`config.mk`:
```
export PLATFORM = sky130hd
export DESIGN_NAME = sample_recorder_flat
export DESIGN_NICKNAME = d
export VERILOG_FILES = /design/src/rtl/sample_recorder_if.sv /design/src/rtl/sample_recorder.sv /design/src/flat_wrapper.sv
export SDC_FILE = /design/constraint.sdc
export NUM_CORES = 1
export LEC_CHECK = 0
export CAP_MARGIN = 20
export CORE_ASPECT_RATIO = 1.5
export CORE_MARGIN = 2
export CORE_UTILIZATION = 30
export DETAILED_ROUTE_END_ITERATION = 10
export GPL_TIMING_DRIVEN = 1
export MAX_ROUTING_LAYER = met4
export SYNTH_ARGS = -nofsm -noshare
export SYNTH_HDL_FRONTEND = slang
export SYNTH_SLANG_ARGS = --single-unit
export TNS_END_PERCENT = 5
```
`constraint.sdc`:
```
create_clock -name clock -period 3.5 [get_ports clock]
set_clock_uncertainty 0.1 [all_clocks]
set_input_delay 1.05 -clock clock [delete_from_list [all_inputs] [get_ports clock]]
set_output_delay 1.05 -clock clock [all_outputs]
set_load 0.005 [all_outputs]
```
`src/rtl/sample_recorder_if.sv`:
```
// Bundle between the pad's ADC front end / record button and the sample RAM writer.
// sampleValid is a one-cycle strobe with no backpressure; wren is a one-cycle write command.
interface sample_recorder_if #(
    parameter int ADDR_W = 15,
    parameter int DATA_W = 16
);
    logic              record;
    logic              sampleValid;
    logic [DATA_W-1:0] sampleIn;
    logic [ADDR_W-1:0] wrAddress;
    logic [DATA_W-1:0] wrData;
    logic              wren;
    logic [ADDR_W-1:0] depth;
    logic              recording;
    logic              done;

    modport master (
        input  record, sampleValid, sampleIn,
        output wrAddress, wrData, wren, depth, recording, done
    );

    modport slave (
        output record, sampleValid, sampleIn,
        input  wrAddress, wrData, wren, depth, recording, done
    );
endinterface

```
`src/rtl/sample_recorder.sv`:
```
// Records a gated stream of audio samples into a pad's sample RAM and publishes
// the last written address as the playback depth once a take completes.
module sample_recorder #(
    parameter int                ADDR_W   = 15,
    parameter int                DATA_W   = 16,
    parameter logic [ADDR_W-1:0] MAX_ADDR = {ADDR_W{1'b1}},
    parameter logic [DATA_W-1:0] THRESH   = DATA_W'(1024)
) (
    input  logic                    clock,
    input  logic                    reset,
    sample_recorder_if.master       bus,
    output logic [1:0]              state_dbg
);
    localparam logic [1:0] IDLE   = 2'd0;
    localparam logic [1:0] ARMED  = 2'd1;
    localparam logic [1:0] RECORD = 2'd2;
    localparam logic [1:0] DONE   = 2'd3;

    localparam logic [ADDR_W-1:0] ADDR_ONE = {{(ADDR_W-1){1'b0}}, 1'b1};
    localparam logic [DATA_W:0]   MAG_ONE  = {{DATA_W{1'b0}}, 1'b1};

    logic [1:0]        state;
    logic              rec_q;
    logic [ADDR_W-1:0] cnt;
    logic              rise;
    logic [DATA_W:0]   ext;
    logic [DATA_W:0]   mag;
    logic              above;

    assign state_dbg = state;
    assign rise      = bus.record & ~rec_q;

    // One extra bit so that the most negative sample has a representable magnitude.
    always_comb begin
        ext   = {bus.sampleIn[DATA_W-1], bus.sampleIn};
        mag   = ext[DATA_W] ? (~ext + MAG_ONE) : ext;
        above = (mag >= {1'b0, THRESH});
    end

    always_ff @(posedge clock) begin
        if (reset) begin
            state         <= IDLE;
            rec_q         <= 1'b0;
            cnt           <= '0;
            bus.wrAddress <= '0;
            bus.wrData    <= '0;
            bus.wren      <= 1'b0;
            bus.depth     <= '0;
            bus.recording <= 1'b0;
            bus.done      <= 1'b0;
        end else begin
            rec_q    <= bus.record;
            bus.wren <= 1'b0;
            bus.done <= 1'b0;
            // Lags the state by a cycle so it drops exactly when done rises.
            bus.recording <= (state == ARMED) || (state == RECORD);

            case (state)
                IDLE: begin
                    if (rise) begin
                        cnt   <= '0;
                        state <= ARMED;
                    end
                end

                ARMED: begin
                    if (!bus.record) begin
                        state <= IDLE;
                    end else if (bus.sampleValid && above) begin
                        bus.wren      <= 1'b1;
                        bus.wrAddress <= '0;
                        bus.wrData    <= bus.sampleIn;
                        if (MAX_ADDR == '0) begin
                            state <= DONE;
                        end else begin
                            cnt   <= ADDR_ONE;
                            state <= RECORD;
                        end
                    end
                end

                RECORD: begin
                    if (!bus.record) begin
                        state <= DONE;
                    end else if (bus.sampleValid) begin
                        bus.wren      <= 1'b1;
                        bus.wrAddress <= cnt;
                        bus.wrData    <= bus.sampleIn;
                        if (cnt == MAX_ADDR) begin
                            state <= DONE;
                        end else begin
                            cnt <= cnt + ADDR_ONE;
                        end
                    end
                end

                DONE: begin
                    // wrAddress only moves on a write, so it still holds the last one.
                    bus.depth <= bus.wrAddress;
                    bus.done  <= 1'b1;
                    state     <= IDLE;
                end

                default: state <= IDLE;
            endcase
        end
    end

    a_wren_while_recording: assert property (
        @(posedge clock) disable iff (reset) bus.wren |-> bus.recording);
    a_done_ends_recording: assert property (
        @(posedge clock) disable iff (reset) bus.done |-> !bus.recording);
    a_done_single_cycle: assert property (
        @(posedge clock) disable iff (reset) bus.done |=> !bus.done);
    a_cnt_bounded: assert property (
        @(posedge clock) disable iff (reset) cnt <= MAX_ADDR);
    a_addr_bounded: assert property (
        @(posedge clock) disable iff (reset) bus.wrAddress <= MAX_ADDR);
endmodule

```
`src/flat_wrapper.sv`:
```
// flat-port wrapper written by rule: the top's interface ports become plain ports
module sample_recorder_flat 
#(
    parameter int                ADDR_W   = 15,
    parameter int                DATA_W   = 16,
    parameter logic [ADDR_W-1:0] MAX_ADDR = {ADDR_W{1'b1}},
    parameter logic [DATA_W-1:0] THRESH   = DATA_W'(1024)
)
  (clock, reset, state_dbg, bus_record, bus_sampleValid, bus_sampleIn, bus_wrAddress, bus_wrData, bus_wren, bus_depth, bus_recording, bus_done);
  sample_recorder_if #(.ADDR_W(ADDR_W), .DATA_W(DATA_W)) bus_i ();
  input  logic clock;
  input  logic reset;
  output logic [1:0] state_dbg;
  input wire logic [$bits(bus_i.record)-1:0] bus_record;
  input wire logic [$bits(bus_i.sampleValid)-1:0] bus_sampleValid;
  input wire logic [$bits(bus_i.sampleIn)-1:0] bus_sampleIn;
  output wire logic [$bits(bus_i.wrAddress)-1:0] bus_wrAddress;
  output wire logic [$bits(bus_i.wrData)-1:0] bus_wrData;
  output wire logic [$bits(bus_i.wren)-1:0] bus_wren;
  output wire logic [$bits(bus_i.depth)-1:0] bus_depth;
  output wire logic [$bits(bus_i.recording)-1:0] bus_recording;
  output wire logic [$bits(bus_i.done)-1:0] bus_done;
  assign bus_i.record = bus_record;
  assign bus_i.sampleValid = bus_sampleValid;
  assign bus_i.sampleIn = bus_sampleIn;
  assign bus_wrAddress = bus_i.wrAddress;
  assign bus_wrData = bus_i.wrData;
  assign bus_wren = bus_i.wren;
  assign bus_depth = bus_i.depth;
  assign bus_recording = bus_i.recording;
  assign bus_done = bus_i.done;
  sample_recorder #(.ADDR_W(ADDR_W), .DATA_W(DATA_W), .MAX_ADDR(MAX_ADDR), .THRESH(THRESH)) u_core (.clock(clock), .reset(reset), .bus(bus_i), .state_dbg(state_dbg));
endmodule
```
== Yosys cells after proc, flatten, opt, wreduce, memory -nomap -nowiden ==
Cells that the tools add are included.
Word-level totals
  flip-flop bits (word level): 67
  input port bits: 20
  output and inout port bits: 51
  word-level logic and storage cells: 67
Operators by class
  add/subtract/negate cells: 2
  order comparisons: 1
  equality and inequality tests: 13
  muxes and demuxes: 31
  bitwise operators: 3
  reductions and logical operators: 8
Operators with widths (number)
  $mux 15: 10
  $mux 16: 4
  $pmux 15 s3: 1
  $pmux 16 s2: 1
  $pmux 15 s2: 1
  $add 17x1->17 const B: 1
  $ge 17x11->1 const B: 1
  $mux 17: 1
  $not 17->17: 1
  $add 15x1->15 const B: 1
  $eq 15x15->1 const B: 1
  $mux 2: 6
  $ne 2x2->1 const B: 5
  $ne 3x3->1 const B: 3
  $pmux 2 s4: 1
  $reduce_and 7->1: 1
  $mux 1: 5
  $reduce_and 5->1: 1
  $eq 2x2->1 const B: 2
  $reduce_and 4->1: 1
  $reduce_bool 3->1: 1
  $eq 2x1->1 const B: 1
  $logic_not 2->1: 1
  $ne 2x1->1 const B: 1
  other kinds (6): 6

== Logic depth before layout (Yosys ltp) ==
Gate-level depths: netlist of run 1.
  depth in word-level cells: 8
  gate-level depth with buffers: 10
  depth with buffers taken out: 9

== Least setup slack after synthesis of run 1 ==
OpenSTA, ideal clock, no wires.
  path kind: in2reg
  from: input port bus_sampleIn[0]
  to: register u_core.bus.wrAddress[4]
  library setup time: 0.130 ns
  arrival time: 3.048 ns
  required time: 3.270 ns
  path slack: 0.222 ns
  cell stages on the path: 10
  buffers on the path: 1
  path through: inv_1 ha_1 or4b_1 nor2_1 a31oi_1 o211ai_1 nand2_1 o211ai_1 buf_2 o32ai_1
On the way
  word-level cells in the longest chain between the ends: 7
Ends and longest elaborated chain
  from (decl): line flat_wrapper.sv:16  | input wire logic [$bits(bus_i.sampleIn)-1:0] bus_sampleIn;
  $not 17->17: line sample_recorder.sv:36  | mag = ext[DATA_W] ? (~ext + MAG_ONE) : ext;
  $add 17x1->17: line sample_recorder.sv:36
  $mux 17 *: line sample_recorder.sv:36
  $ge 17x11->1 *: line sample_recorder.sv:37  | above = (mag >= {1'b0, THRESH});
  $logic_and 1x1->1 *: line sample_recorder.sv:69  | end else if (bus.sampleValid && above) begin
  $ne 2x2->1 (no line) *
  $reduce_and 5->1 (no line) *
  to (signal assigned): line sample_recorder.sv:87  | bus.wrAddress <= cnt;
  to (decl): line sample_recorder_if.sv:19  | output wrAddress, wrData, wren, depth, recording, done
Every way passes the cells marked *; elsewhere a longest branch is shown, timed or not.
A chain may end at the register's enable or synchronous reset.

== Worst setup path after layout of run 1 ==
  from: input port bus_sampleIn[9]
  to: register u_core.bus.wrData[1]
On the way
  word-level cells in the longest chain between the ends: 7
Ends and longest elaborated chain
  $not 17->17: line sample_recorder.sv:36
  $add 17x1->17: line sample_recorder.sv:36
  $mux 17 *: line sample_recorder.sv:36
  $ge 17x11->1 *: line sample_recorder.sv:37
  $logic_and 1x1->1 *: line sample_recorder.sv:69
  $ne 2x2->1 (no line) *
  $reduce_and 5->1 (no line) *
  to (signal assigned): line sample_recorder.sv:72  | bus.wrData <= bus.sampleIn;
  to (signal assigned): line sample_recorder.sv:88  | bus.wrData <= bus.sampleIn;
  to (decl): line sample_recorder_if.sv:19
Marks and branches as above.

==> metrics.md, run 1 <==
| Metric | Value |
|---|---|
| Non-Filler Instances | 611 |
| Max Cap Viol | 0 |
| IO Pins | 71 |
| Core Box Area | 10,590 um^2 |
| Launch point of the critical path | bus_sampleIn[9] |
| Antenna violations before repair | 0 |
| Worst slew pin tran | 950.8 ps |
| TritonCTS clock tree | yes |
| Fillcell total | 1,077 |
| Drt initial violations | 140 |
| Post-route ant nets | 0 |
| Slowest-stage cell, CP | or4b_4 |
| Pre-Repair DR Iteration Count | 4 |
| Critical-path cell list | clkdlybuf4s50_1 -> or4b_4 -> nor3_4 -> mux2_4 -> o311ai_4 -> buf_4 -> a31oi_4 -> clkbuf_16 -> mux2i_1 -> nor2_1 |
| Share of cells above drive strength 1 | 0.1542 |
| PortBufs | 70 |
| CTS Buf Count | 9 |
| Largest net degree at the start of global routing | 46 |
| Placed cells | 591 |
| Avg Cell Area, Syn | 8.892 um^2 |
| Max VDD drop | 0.2568 mV |
| Worst Path Required | 3610 ps |
| Unique masters post-synth | 50 |
| Nets@finish | 488 |
| Worst setup EP type | flop |
| Fin. Hold Viols | 0 |
| Post-synth top area cell | dfxtp_1 |
| H-tree Lvls | 3 |
| Clock latency on the worst-skew pair | 330 ps |
| Pleak | 0.001689 uW |
| WP buf/inv | 3 |
| Global Route Usage Sum | 0.1645 |
| Main area contributors after synthesis | dfxtp_1 41%, mux2i_1 9.5%, nor2_1 4.8%, o32ai_1 4.0%, nand2b_1 3.8% |
| Max Clk Rate | 295.2 MHz |
| Synth Register Bits | 67 |
| # clock sinks | 67 |
| Smallest hold slack | 390.1 ps |
| Hpwl dp | 6552 um |
| RSZ-0062 raised after global routing | false |
| Status | finished clean |
| Site Rows | 46 |
| Cell Area, Placed | 4308 um^2 |
| Synth Cell Area | 3254 um^2 |
| PD cells | 412.1 nW/um^2 |
| Minimum clock period | 3388 ps |
| Synth Net Count | 392 |
| Vias in the first global route | 3,073 |
| Root buffer cell | clkbuf_16 |
| Hold Startpoint | u_core.bus.wrAddress[11] |
| Max stage delay on crit path | 530 ps |
| Main synth FF type | dfxtp_1 |
| Drt via density | 5.034 |
| CTS Hold Bufs | 0 |
| Drt drc | 0 |
| CP delay by family, top | buffers and inverters |
| Total power | 1941 uW |
| Async set-reset flop share out of synthesis | 0 |
| CP startpoint kind | input pin |
| GP Congestion | 0.8290 |
| Instance count of the mapped netlist | 366 |
| Hold Path Class | flop to flop |
| DIE WIDTH | 89.04 um |
| Fin area | 4711 um^2 |
| RR Startpoint | u_core.cnt[0] |
| DR WL/cell | 15.27 um |
| Final Cycle Share | 0.9679 |
| Die H | 131.6 um |
| Effective utilization at floorplan | 0.3073 |
| Sequential area share after synthesis | 0.4121 |
| Die area | 11,710 um^2 |
| Synth-to-layout area growth | 44.75% |
| Clock Tree Buf Depth | 2 |
| Total gr overflow | 0 |
| Max Fanout on Critical Path | 12 |
| Synth top area share | 0.4121 |
| Kind of critical path | input pin to flop |
| CP arrival | 3500 ps |
| First-pass GRT wire length | 14,780 um |
| Yosys Warn Count | 0 |
| Setup TNS | 0 ps |
| Total Wirelength | 9327 um |
| Diodes inserted | 0 |
| Number of synthesized flops with an enable pin | 0 |
| Vias post-DR | 3,076 |
| Reg clk slew, reported paths | 60 ps |
| Final setup vio count | 0 |
| Max-slew violation count | 0 |
| Worst slew margin | 0.3661 |
[cells by family (layout without fill, tap and decap cells)]
kind of cell | count (synthesis) | in the layout | synth area share
compound gates | 79 | 79 | 0.1969
fa+ha+maj | 6 | 6 | 0.02307
buf+inv | 48 | 149 | 0.05959
flops | 67 | 67 | 0.4122
mux | 32 | 32 | 0.09996
simple gates | 134 | 134 | 0.2084
[through the flow]
stage | setup slack (ps) | util
CTS | 64.19 | 0.4337
global route | 18.85 | 0.4448
global placement | -244.7 | 0.4068
detailed placement | -288.6 | 0.4068
finish | 112.4 | 0.4448
floorplan | 222.2 | -
[cells in the final DEF, fill, tap and decap left out, types with 6 or more instances in the layout]
cell type and n:
buf_4 31, clkbuf_16 11, clkdlybuf4s50_1 65, dfxtp_1 67
ha_1 6, inv_1 27, mux2i_1 31, nand2_1 17
nand2b_1 20, nand3_1 19, nor2_1 40, o21ai_0 10
o31a_1 10, o31ai_1 7, o32ai_1 15
[final timing paths]
check | endpoint | cells past startpoint | slack (ps)
setup / recovery | u_core.bus.wrData[1] | 10 | 110
hold / removal | u_core.bus.wrAddress[11] | 2 | 390
setup reg to reg | u_core.cnt[4] | 9 | 610
hold reg to reg | u_core.bus.wrAddress[11] | 2 | 390
[Yosys cell counts, drive strengths merged (2+ instances only)]
cell,number
inv,28
nand2,17
o211ai,5
dfxtp,67
o21ai,11
o32ai,15
a41oi,2
clkbuf,16
a211o,2
or3,5
buf,4
o31ai,10
mux2i,31
nor2,42
and2,3
or4,2
or2,4
a221oi,2
nand3,19
and3,3
ha,6
nand4,4
a21o,5
nor3,6
a21oi,4
nor4,3
o31a,10
nor2b,3
a31oi,3
o22ai,2
nand2b,20
[sequential cells by signal, summed over array words and instances (netlist names), named ones only]
register / flops
u_core.bus.wrAddress: 15
u_core.bus.wren: 1
u_core.bus.wrData: 16
u_core.bus.done: 1
u_core.rec_q: 1
u_core.bus.recording: 1
u_core.cnt: 15
u_core.bus.depth: 15
u_core.state_dbg: 1
[routing by layer]
layer  up-vias  GRT usage  wire length (um)
li1       1519          -                 -
met1      1472     0.1775              3814
met2        79     0.2906              5050
met3         6    0.03957               361
met4         0    0.04975               102
met5         -          -                 0
[worst register-to-register path: cells and delay by family (launching register included)]
family	cells	cell delay [ps]
AO/OA/AOI/OAI	3	210
adder cells (fa/ha/maj)	1	240
buffers and inverters	1	210
flip-flops	1	440
AND/OR/NAND/NOR	4	1610
[where the power goes]
group | internal, uW | total (uW) | switching (uW) | leakage, uW
Combinational | 137 | 290 | 153 | 0.00101
Sequential | 777 | 787 | 10.4 | 0.000541
Clock | 503 | 864 | 360 | 0.000135
Total | 1420 | 1940 | 524 | 0.00169
[what timing repair did]
item,in CTS,in global routing
resized for setup,0,16
endpoints found under the setup margin,0,32
buffers inserted,0,1
hold endpoints to repair,0,0
[final cells by class]
cell class	count	area (um^2)	area share
multi-input combinational	251	1779	0.3777
sequential	67	1341	0.2847
clock inverter	6	46.29	0.009827
inverter	28	105.1	0.02231
clock buffer	10	239.0	0.05073
timing repair buffer	105	1020	0.2165
tap	144	180.2	0.03825
No activity file was read; power rests on OpenSTA's default activity.
==> run 2: changes to the inputs <==
ABC_CLOCK_PERIOD_IN_PS = 3500   (was not set)
==> results of run 2 <==
No change in the layout: final DEF, timing and power equal those of run 1.
==> run 3: changes to the inputs <==
CELL_PAD_IN_SITES_DETAIL_PLACEMENT = 0   (was not set)
CELL_PAD_IN_SITES_GLOBAL_PLACEMENT = 2   (was not set)
PLACE_DENSITY_LB_ADDON = 0.1   (was not set)
SETUP_SLACK_MARGIN = 0.1   (was not set)
==> metrics.md, run 3 (same netlist as run 1, synthesis figures left out) <==
| Metric | Value |
|---|---|
| H-tree Lvls | 3 (unchanged) |
| Worst setup EP type | flop (unchanged) |
| Effective utilization at floorplan | 0.3073 (unchanged) |
| Die area | 11,710 um^2 (unchanged) |
| Max Cap Viol | 0 (unchanged) |
| Drt via density | 4.952 (was 5.034) |
| Most flop-heavy register | u_core.bus.wrData (unchanged) |
| Kind of critical path | input pin to flop (unchanged) |
| Root buffer cell | clkbuf_16 (unchanged) |
| Pleak | 0.001686 uW (was 0.001689 uW) |
| Most common cell after layout, fill and taps aside | dfxtp_1 (unchanged) |
| Diodes inserted | 0 (unchanged) |
| Synth-to-layout area growth | 43.94% (was 44.75%) |
| Status | finished clean (unchanged) |
| CTS Hold Bufs | 0 (unchanged) |
| Post-route ant nets | 0 (unchanged) |
| Drt initial violations | 116 (was 140) |
| Pre-Repair DR Iteration Count | 4 (unchanged) |
| Drt drc | 0 (unchanged) |
| IO Pins | 71 (unchanged) |
| Minimum clock period | 3276 ps (was 3388 ps) |
| Max-slew violation count | 0 (unchanged) |
| CP startpoint kind | input pin (unchanged) |
| Fillcell total | 1,083 (was 1,077) |
| Total Wirelength | 9863 um (was 9327 um) |
| Most frequent cells in the layout | 67 x dfxtp_1, 59 x clkdlybuf4s50_1, 40 x nor2_1 (was 67 x dfxtp_1, 65 x clkdlybuf4s50_1, 40 x nor2_1) |
| Hold Path Class | flop to flop (unchanged) |
| PortBufs | 70 (unchanged) |
| CTS Buf Count | 9 (unchanged) |
| DIE WIDTH | 89.04 um (unchanged) |
| Global Route Usage Sum | 0.1767 (was 0.1645) |
| Clock latency on the worst-skew pair | 330 ps (about the same) |
| Largest net degree at the start of global routing | 46 (unchanged) |
| Smallest hold slack | 386.6 ps (was 390.1 ps) |
| RSZ-0062 raised after global routing | false (unchanged) |
| Site Rows | 46 (unchanged) |
| Clock Tree Buf Depth | 2 (unchanged) |
| Final setup vio count | 0 (unchanged) |
| Final worst-path setup slack | 223.6 ps (was 112.4 ps) |
| Vias in the first global route | 2,851 (was 3,073) |
| Worst Path Required | 3600 ps (was 3610 ps) |
| GP Congestion | 0.7386 (was 0.8290) |
| Nets@finish | 485 (was 488) |
| Vias post-DR | 3,001 (was 3,076) |
| Final Cycle Share | 0.9361 (was 0.9679) |
| First-pass GRT wire length | 15,460 um (was 14,780 um) |
| Reg clk slew, reported paths | 50 ps (was 60 ps) |
| CP arrival | 3370 ps (was 3500 ps) |
| DP Worst Slack | -334.3 ps (was -288.6 ps) |
| Worst slew margin | 0.3483 (was 0.3661) |
| Setup TNS | 0 ps (unchanged) |
| # clock sinks | 67 (unchanged) |
| Number of flip-flops in the largest register | 16 (unchanged) |
| Die H | 131.6 um (unchanged) |
| Max VDD drop | 0.1995 mV (was 0.2568 mV) |
| Max Fanout on Critical Path | 8 (was 12) |
| Hpwl dp | 7119 um (was 6552 um) |
| DR WL/cell | 16.28 um (was 15.27 um) |
| Total gr overflow | 0 (unchanged) |
| Max Clk Rate | 305.2 MHz (was 295.2 MHz) |
| Antenna violations before repair | 0 (unchanged) |
| Fin. Hold Viols | 0 (unchanged) |
| TritonCTS clock tree | yes (unchanged) |
| Share of cells above drive strength 1 | 0.1515 (was 0.1542) |
| Core Box Area | 10,590 um^2 (unchanged) |
| Worst slew pin tran | 977.5 ps (was 950.8 ps) |
| PD cells | 417.6 nW/um^2 (was 412.1 nW/um^2) |
run 3: layout make-up:
type / instances / area [um^2] / area share
clock buffers: 11 / 242.7 / 0.05182
clock inverters: 3 / 40.04 / 0.008547
inverters: 28 / 105.1 / 0.02244
multi-input cells: 251 / 1788 / 0.3817
flip-flops and latches: 67 / 1341 / 0.2863
well taps: 144 / 180.2 / 0.03846
repair buffers: 102 / 987.2 / 0.2107
run 3: metrics by stage:
step	total power, uW	std cells	area (um^2)	util
2_1_floorplan	952.4	366	3254	-
3_3_place_gp	1086	590	4313	0.4073
3_5_place_dp	1085	590	4313	0.4073
4_1_cts	1992	606	4663	0.4403
5_1_grt	2050	606	4684	0.4423
6_report	1956	606	4684	0.4423
run 3: path summary, 6_finish.rpt:
kind / from / end / slack [ps] / depth (start not counted)
worst max-delay path: bus_sampleIn[12] / u_core.bus.wrData[1] / 220 / 10
worst min-delay path: u_core.bus.wrData[7] / u_core.bus.wrData[7] / 390 / 2
worst max register to register: u_core.cnt[0] / u_core.cnt[12] / 700 / 8
worst min register to register: u_core.bus.wrData[7] / u_core.bus.wrData[7] / 390 / 2
run 3: metal layers:
layer  track usage  wire [um]  vias up  part of all wire
met3       0.04271        457        8             0.046
met4       0.05224        134        0             0.014
met1        0.2144       4360     1413              0.44
met2        0.2873       4911       72              0.50
met5             -          0        -                 0
li1              -          -     1508                 -
run 3: where the power goes:
| group | internal, uW | switching (uW) | total (uW) |
|---|---|---|---|
| Clock | 560 | 320 | 880 |
| Combinational | 134 | 155 | 289 |
| Sequential | 777 | 9.89 | 787 |
| Total | 1470 | 485 | 1960 |
run 3: critical path, cell delays in order:
cell	delay (ps)
clkdlybuf4s50_1	420
or3_4	380
a2111o_1	370
mux2_4	280
o311ai_4	100
buf_4	190
a31oi_4	150
buf_12	200
mux2i_2	160
nor2_1	50
run 3: repair_timing:
item | 4_1_cts | 5_1_grt
buffers inserted | 1 | 0
endpoints found under the setup margin | 45 | 32
cloned | 1 | 0
gates resized for setup | 16 | 13
hold endpoints to repair | 0 | 0
pin swaps | 5 | 5
